<file path="config.mk">
export PLATFORM = sky130hd
export DESIGN_NAME = hilo_unit
export DESIGN_NICKNAME = d
export VERILOG_FILES = /design/src/rtl/hilo_pkg.sv /design/src/rtl/hilo_lat_cnt.sv /design/src/rtl/hilo.sv
export SDC_FILE = /design/constraint.sdc
export NUM_CORES = 1
export LEC_CHECK = 0
export BUFFER_PORTS_ARGS = -buffer_cell sky130_fd_sc_hd__buf_2
export CORE_MARGIN = 4
export CORE_UTILIZATION = 35
export DETAILED_ROUTE_END_ITERATION = 16
export HOLD_SLACK_MARGIN = 0.12
export PLACE_DENSITY = 0.61
export SLEW_MARGIN = 20
export SYNTH_ARGS = -nofsm -noshare
export SYNTH_HDL_FRONTEND = slang
export SYNTH_SLANG_ARGS = --single-unit
</file>
<file path="constraint.sdc">
create_clock -name clk -period 4.9 [get_ports clk]
set_input_delay 0.245 -clock clk [delete_from_list [all_inputs] [get_ports clk]]
set_output_delay 0.245 -clock clk [all_outputs]
set_load 0.005 [all_outputs]
</file>
<file path="src/rtl/hilo_pkg.sv">
// Shared definitions for the HI/LO multiply/divide result unit.
//   State encoding (IDLE, BUSY), pending-op encoding (OP_DIV, OP_MUL),
//   default latencies and the width of the latency down-counter.
package hilo_pkg;

  localparam int unsigned CNT_W           = 6;
  localparam int unsigned DEF_DIV_LATENCY = 32;
  localparam int unsigned DEF_MUL_LATENCY = 4;

  // Legacy-compatible state constants
  localparam logic IDLE = 1'b0;
  localparam logic BUSY = 1'b1;

  // Kind of operation whose result is pending
  localparam logic OP_DIV = 1'b0;
  localparam logic OP_MUL = 1'b1;

  typedef logic [CNT_W-1:0] cnt_t;

endpackage

</file>
<file path="src/rtl/hilo_lat_cnt.sv">
// Latency down-counter for hilo_unit.
//   clk, reset : clock, asynchronous active-high reset
//   load       : load load_val (has priority over dec)
//   load_val   : start value
//   dec        : decrement by one, saturating at zero
//   value      : current count
//   zero       : value == 0
module hilo_lat_cnt
  import hilo_pkg::*;
(
  input  logic             clk,
  input  logic             reset,
  input  logic             load,
  input  logic [CNT_W-1:0] load_val,
  input  logic             dec,
  output logic [CNT_W-1:0] value,
  output logic             zero
);

  always_ff @(posedge clk or posedge reset) begin
    if (reset) begin
      value <= '0;
    end else if (load) begin
      value <= load_val;
    end else if (dec && (value != '0)) begin
      value <= value - CNT_W'(1);
    end
  end

  assign zero = (value == '0);

endmodule

</file>
<file path="src/rtl/hilo.sv">
// hilo_unit: HI/LO register pair with delayed multiply/divide write-back.
//   div_start/div_q/div_r/div_t : divide issue, quotient, remainder, divisor
//   mul_start/mul_hi/mul_lo     : multiply issue, product words
//   mthi/mtlo/wr_data           : direct writes to HI/LO
//   mfhi/mflo/rd_data           : combinational read (HI has priority)
//   busy  : an operation is pending
//   stall : a request arrived while busy; issuer must hold it
//   dz    : sticky divide-by-zero flag, cleared by dz_clr (set wins)
// Results are captured into pending registers at issue and land in HI/LO
// exactly LATENCY edges later. A zero divide still occupies the full
// divide latency but leaves HI/LO untouched.
module hilo_unit
  import hilo_pkg::*;
#(
  parameter int unsigned DIV_LATENCY = DEF_DIV_LATENCY,
  parameter int unsigned MUL_LATENCY = DEF_MUL_LATENCY
) (
  input  logic        clk,
  input  logic        reset,
  input  logic        div_start,
  input  logic [31:0] div_q,
  input  logic [31:0] div_r,
  input  logic [31:0] div_t,
  input  logic        mul_start,
  input  logic [31:0] mul_hi,
  input  logic [31:0] mul_lo,
  input  logic        mthi,
  input  logic        mtlo,
  input  logic [31:0] wr_data,
  input  logic        mfhi,
  input  logic        mflo,
  output logic [31:0] rd_data,
  output logic        busy,
  output logic        stall,
  output logic        dz,
  input  logic        dz_clr
);

  logic             state;
  logic [31:0]      hi, lo, hi_pend, lo_pend;
  logic             op;
  logic             zdiv;
  logic [CNT_W-1:0] cnt_value;
  logic             cnt_zero;
  logic             accept_div, accept_mul, done;
  logic [CNT_W-1:0] cnt_load_val;

  assign accept_div   = (state == IDLE) && div_start;
  assign accept_mul   = (state == IDLE) && mul_start && !div_start;
  assign done         = (state == BUSY) && (cnt_value == CNT_W'(1));
  assign cnt_load_val = accept_div ? CNT_W'(DIV_LATENCY) : CNT_W'(MUL_LATENCY);

  hilo_lat_cnt u_cnt (
    .clk      (clk),
    .reset    (reset),
    .load     (accept_div || accept_mul),
    .load_val (cnt_load_val),
    .dec      (state == BUSY),
    .value    (cnt_value),
    .zero     (cnt_zero)
  );

  always_ff @(posedge clk or posedge reset) begin
    if (reset) begin
      state   <= IDLE;
      hi      <= '0;
      lo      <= '0;
      hi_pend <= '0;
      lo_pend <= '0;
      op      <= OP_DIV;
      zdiv    <= 1'b0;
    end else if (state == IDLE) begin
      if (accept_div) begin
        lo_pend <= div_q;
        hi_pend <= div_r;
        op      <= OP_DIV;
        zdiv    <= (div_t == '0);
        state   <= BUSY;
      end else if (accept_mul) begin
        hi_pend <= mul_hi;
        lo_pend <= mul_lo;
        op      <= OP_MUL;
        zdiv    <= 1'b0;
        state   <= BUSY;
      end else begin
        if (mthi) hi <= wr_data;
        if (mtlo) lo <= wr_data;
      end
    end else begin
      if (done) begin
        if (!((op == OP_DIV) && zdiv)) begin
          hi <= hi_pend;
          lo <= lo_pend;
        end
        state <= IDLE;
      end else if (cnt_zero) begin
        // Unreachable with a legal latency; keeps the FSM from sticking in BUSY
        state <= IDLE;
      end
    end
  end

  always_ff @(posedge clk or posedge reset) begin
    if (reset) begin
      dz <= 1'b0;
    end else if (accept_div && (div_t == '0)) begin
      dz <= 1'b1;
    end else if (dz_clr) begin
      dz <= 1'b0;
    end
  end

  assign busy  = (state == BUSY);
  assign stall = busy && (mfhi || mflo || mthi || mtlo || div_start || mul_start);

  always_comb begin
    rd_data = '0;
    if (mfhi)      rd_data = hi;
    else if (mflo) rd_data = lo;
  end

endmodule

</file>
==> metrics.txt, run 1 <==
worst skew pair latency about 420 ps; flop-to-flop setup slack roughly 2400 ps; sequential share of the synthesized area 49.47%; # setup viols final 0; synth unique cells 41; layout cell share with drive strength beyond 1 between 30% and 40%; EDFF count, synth 0; Switching Share between 30% and 40%; Residual DRC 0; number of CTS-inserted buffers 17; HP Class in2reg; fin crit period between 2000 and 3000 ps; routed len/inst roughly 16 um; R2R Path Start busy; vias per inst 4.885; setup TNS 0 ps; area grow syn2layout 28.52%; number of synthesized register bits around 140; Resized cells post-CTS 0; antenna violations before repair 0; Lkg Pwr between 4 and 5 nW; critical path fanouts, max 108; Final Cell Area around 9000 um^2; Ports about 240; unrepaired setup endpoints after global routing no; Fin. Hold Viols 0; Yosys Warn Count 0; Mean Syn Cell Area between 9 and 10 um^2; total track usage 17.97%; P per Cell Area 543.5 nW/um^2; Critical Path Start Type flop; IO buf count roughly 240; die height between 100 and 150 um; first-pass GRT wire length between 30 and 40 mm; Clock Tree Buf Depth 2; Comb power frac between 30 and 40%; placement row count 51; Remaining Overflow, GRT 0; Final nets 1136; worst slew pin tran 1044 ps; Cell Area, Placed ~8200 um^2; root buf cell clkbuf_16; Die X between 100 and 150 um; n_diodes 0; largest net degree at the start of global routing around 110; final worst-path cycle share 51.91%; CP required about 5200 ps; Post-Syn Instances around 710; Tot Pwr approximately 4.9 mW; CTS tree done; Pre-antenna DRT Iters 4; fill count 1961; Setup CP Type reg2reg; commonest non-fill, non-tap cell in the layout buf_2; register share of total power 43.1%; NetSw 1.714 mW; Final Max Tran Viols 0; syn_nets 917; CP Data Arrival Time about 2900 ps; worst relative slew slack a little under a third; Critical path origin busy; die area roughly 22000 um^2; post-synthesis cell area roughly 7000 um^2; DRT iter0 DRCs ~300; Int Pwr 3.163 mW; most frequent cells in the layout buf_2 (235), dfrtp_1 (137), nand2_1 (73), inv_1 (70), o21ai_0 (68); clk slew on worst S/H paths ~60 ps; Max-Cap Viols 0; peak supply drop ~0.20 mV; Clock Sinks about 140; Routed Antenna Nets 0; Final HPWL DP approximately 14 mm; RD Place Congestion 0.8045; Async SR Flop Fraction 100.0%; crit end category flop; fmax a little under 0.4 GHz; Hold Path Origin div_t[28]; Worst Skew 10.83 ps; clock power share 25.9%; core area 19530 um^2; status complete, no violations; vias in the first global route around 6000; Total Wirelength a little under 20 mm; H-tree Lvls 4; top_reg_cell synth dfrtp_1; starting density of the core between 30 and 40%; routed via count between 5000 and 6000
[power by group through the flow]
stage	clock, mW	sequential (mW)	combinational [mW]
after global placement	0	2.11	1.48
after global routing	1.34	2.19	1.74
after detailed placement	0	2.12	1.52
after floorplan	0	1.94	1.20
after CTS	1.29	2.10	1.54
final	1.26	2.10	1.51
[logic make-up after synthesis]
family | after synthesis | synth area share [%]
compound gates | 243 | 22.21
fa+ha+maj | 3 | 0.5378
buf+inv | 127 | 8.675
flops | 138 | 49.47
mux | 65 | 9.321
simple gates | 137 | 9.787
[metal layers]
layer / GRT usage, % / up-vias / share of wire, %
met5: 0 / - / 0
met1: 24.75 / 2801 / 47
met3: 3.737 / 14 / 4.9
li1: - / 2949 / -
met2: 28.83 / 147 / 47
met4: 5.034 / 0 / 1.3
[layout make-up]
class                   instances  area (um^2)  area share [%]
repair buffers                256         1374           15.31
flip-flops and latches        138         3457           38.54
multi-input cells             448         2950           32.89
well taps                     265        331.6           3.696
clock buffers                  18        439.2           4.895
clock inverters                14        147.6           1.646
inverters                      71        271.5           3.026
[state kept, by name, summed over array words and instances (netlist names)]
register     cells
hi              32
lo_pend         32
op               1
dz               1
lo              32
u_cnt.value      6
hi_pend         32
busy             1
zdiv             1
[path summary, 6_finish.rpt]
check / end / depth (start not counted)
max in group asynchronous: lo_pend[30] / 4
min in group asynchronous: hi[28] / 3
min reg2reg: hi_pend[31] / 2
min: zdiv / 4
max: hi[1] / 3
max reg2reg: hi[1] / 3
[cell usage after synthesis, types with 2 or more instances]
cell type	number	share of area, %
a22oi_1	64	6.9
a21oi_1	66	4.7
nor2b_1	35	3.1
buf_2	7	0.50
mux2i_1	65	9.3
nand3_1	4	0.29
ha_1	3	0.54
a22o_1	31	3.9
buf_1	8	0.43
a31o_2	2	0.25
inv_1	71	3.8
nor4_1	9	0.81
nor2_1	4	0.22
o21ai_0	68	4.9
buf_12	6	1.7
a41o_1	3	0.43
nand2_1	73	3.9
dfrtp_1	138	49
buf_6	2	0.32
buf_4	2	0.22
nor4b_1	2	0.25
clkbuf_1	31	1.7
[critical path, stage by stage (launching register included)]
cell	delay [ps]
dfrtp_4	820
nor4b_1	450
a41o_2	870
mux2i_1	280
[timing repair]
action	4_1_cts	5_1_grt
hold endpoints to repair	108	0
hold buffers	16	0
setup buffers	0	0
[metrics by stage]
stage               utilization (%)  std cells  hold slack, ps  worst slack, ps
detailed placement            42.12       1162           445.7             2247
global route                  45.94       1210           132.1             2132
floorplan                         -        713           336.7            958.8
CTS                           45.94       1210           121.0             2321
finish                        45.94       1210           130.3             2356
global placement              42.12       1162           435.5             2287
Note: power is estimated with default switching activity, not from simulation.
==> run 2: changes to the inputs <==
--- a/config.mk
+++ b/config.mk
@@ -10,7 +10,7 @@
 export CORE_UTILIZATION = 35
 export DETAILED_ROUTE_END_ITERATION = 16
 export HOLD_SLACK_MARGIN = 0.12
-export PLACE_DENSITY = 0.61
+export PLACE_DENSITY = 0.63
 export SLEW_MARGIN = 20
 export SYNTH_ARGS = -nofsm -noshare
 export SYNTH_HDL_FRONTEND = slang
==> constraint.sdc (replaced) <==
create_clock -name clk -period 2.04 [get_ports clk]
set_input_delay 0.102 -clock clk [delete_from_list [all_inputs] [get_ports clk]]
set_output_delay 0.102 -clock clk [all_outputs]
set_load 0.005 [all_outputs]
==> run 2 against run 1 <==
Against the previous run: critical endpoint is now hi_pend[7]; power grew to 2.6 times the previous value; non-clock buffer count increased by 138; clock-buffer cell count up 2.
==> metrics.txt, run 2 (synthesized netlist as in run 1, its figures left out) <==
status complete, no violations; Final Max Tran Viols 0 (unchanged); CP required 2380 ps (-2850 ps); Reg area 3457 um^2 (unchanged); Ports 236 (unchanged); Max-Cap Viols 0 (unchanged); setup TNS 0 ps (unchanged); HP Class in2reg; Clock Tree Buf Depth 2 (unchanged); clk slew on worst S/H paths 60 ps (about the same); core area 19530 um^2 (unchanged); H-tree Lvls 4 (unchanged); n_diodes 0 (unchanged); Residual DRC 0 (unchanged); root buf cell clkbuf_16; routed len/inst 16.12 um (-1.6%); fmax about 0.53 GHz; total track usage 20.10% (+2.1 points); fill count 1789 (-8.8%); Pre-antenna DRT Iters 4 (unchanged); Total Wirelength 21.72 mm (+9.6%); unrepaired setup endpoints after global routing no; routed via count 6592 (+12%); worst slack, placed 321.1 ps (-1926 ps); Clock Sinks 138 (unchanged); # setup viols final 0 (unchanged); Hold Path Origin wr_data[8]; fin crit period around 1900 ps; critical path fanouts, max 27 (-75%); Fin. Hold Viols 0 (unchanged); Crit path largest cell delay 590 ps (-280 ps); Final nets 1274 (+12%); crit end category flop; Die X 149.2 um (unchanged); number of CTS-inserted buffers 17 (unchanged); met2 WL 10.84 mm (+16%); met1 WL 9.310 mm (+0.71%); area of the multi-input gates 2950 um^2 (unchanged); die area 22270 um^2 (unchanged); placement row count 51 (unchanged); commonest non-fill, non-tap cell in the layout buf_2; Final HPWL DP 14.55 mm (+6.5%); CP max-delay cell dlygate4sd3_1; P per Cell Area 1215 nW/um^2 (+120%); Buf/Inv on CP 4 (+4); Critical Path Most Common Cell dlygate4sd3_1; WL met3 1.022 mm (+5.0%); final worst slack 156.4 ps (-2200 ps); worst skew pair latency 430 ps (about the same); Top Metal Used met5; crit-path cells dlygate4sd3_1 > buf_2 > nor2b_4 > buf_4 > a22oi_1 > dlygate4sd3_1 > o21ai_0; most frequent cells in the layout buf_2 (235), dlygate4sd3_1 (139), dfrtp_1 (137), nand2_1 (73), inv_1 (70); CP Data Arrival Time 2220 ps (-650 ps); Routed Antenna Nets 0 (unchanged); Remaining Overflow, GRT 0 (unchanged); final worst-path cycle share roughly 92%; worst slew pin tran 769.3 ps (-274.8 ps); Worst Skew 12.14 ps (+1.313 ps); vias in the first global route 7100 (+15%); first-pass GRT wire length 35.66 mm (+12%); Setup CP Type in2reg; worst relative slew slack 48.58% (+18 points); Setup Fix Bufs, Post-CTS 0 (unchanged); IO buf count 235 (unchanged); layout cell share with drive strength beyond 1 27.79% (-2.5 points); die height 149.2 um (unchanged); area grow syn2layout 50.49%; R2R Path Start busy; largest net degree at the start of global routing 87 (-20%); Critical path origin mul_start; peak supply drop 0.6794 mV (+240%); DRT iter0 DRCs 437 (+44%); CTS tree done; Top delay family on crit path buffers and inverters; starting density of the core 35.75% (unchanged); RD Place Congestion 0.8275 (+2.9%); Lkg Pwr 4.867 nW (+15%); Critical Path Start Type input pin; vias per inst 4.890 (+0.10%); antenna violations before repair 1 (+1)
run 2: final cells by class:
class | count | share of cell area [%]
flip-flops and latches | 138 | 32.91
repair buffers | 394 | 26.54
well taps | 265 | 3.156
clock inverters | 12 | 2.299
clock buffers | 20 | 4.443
inverters | 71 | 2.573
multi-input cells | 448 | 28.08
run 2: through the flow:
step                power, mW  util, %  cell area, um^2  hold WS, ps  instances
floorplan               7.531        -             6984        193.7        713
global placement        8.732    43.01             8398        102.9       1177
detailed placement      8.887    43.01             8398        102.6       1177
CTS                     12.84    53.76            10500        122.3       1348
global route            13.75    53.80            10510        155.2       1348
finish                  12.76    53.80            10510        130.2       1348
run 2: path summary, 6_finish.rpt:
path | endpoint | slack (ps) | cells after the start
max reg2reg | dz | 270 | 4
min | hi[8] | 130 | 4
max | hi_pend[7] | 160 | 7
max in group asynchronous | op | 1100 | 4
min reg2reg | hi_pend[16] | 480 | 2
min in group asynchronous | lo[4] | 210 | 3
run 2: timing repair:
action                     4_1_cts  5_1_grt
gates resized for setup          0        3
setup endpoints to repair        0       37
hold endpoints to repair       206        0
hold buffers                   139        0
run 2: where the power goes:
part           switching (mW)  internal (mW)  leakage [nW]
logic                    2.22           1.98          2.83
clock network            1.18           2.51         0.346
registers               0.808           4.07          1.69
total                    4.21           8.55          4.87
run 2: tightest hold or removal path: stages:
cell and delay, ps:
buf_2 70, nor2b_1 150, a21oi_1 60, mux2i_1 120
run 2: layer usage:
metal	global-route usage, %	up-vias
met2	34.15	187
met5	0	-
met4	7.460	2
li1	-	3229
met1	25.45	3138
met3	3.920	36
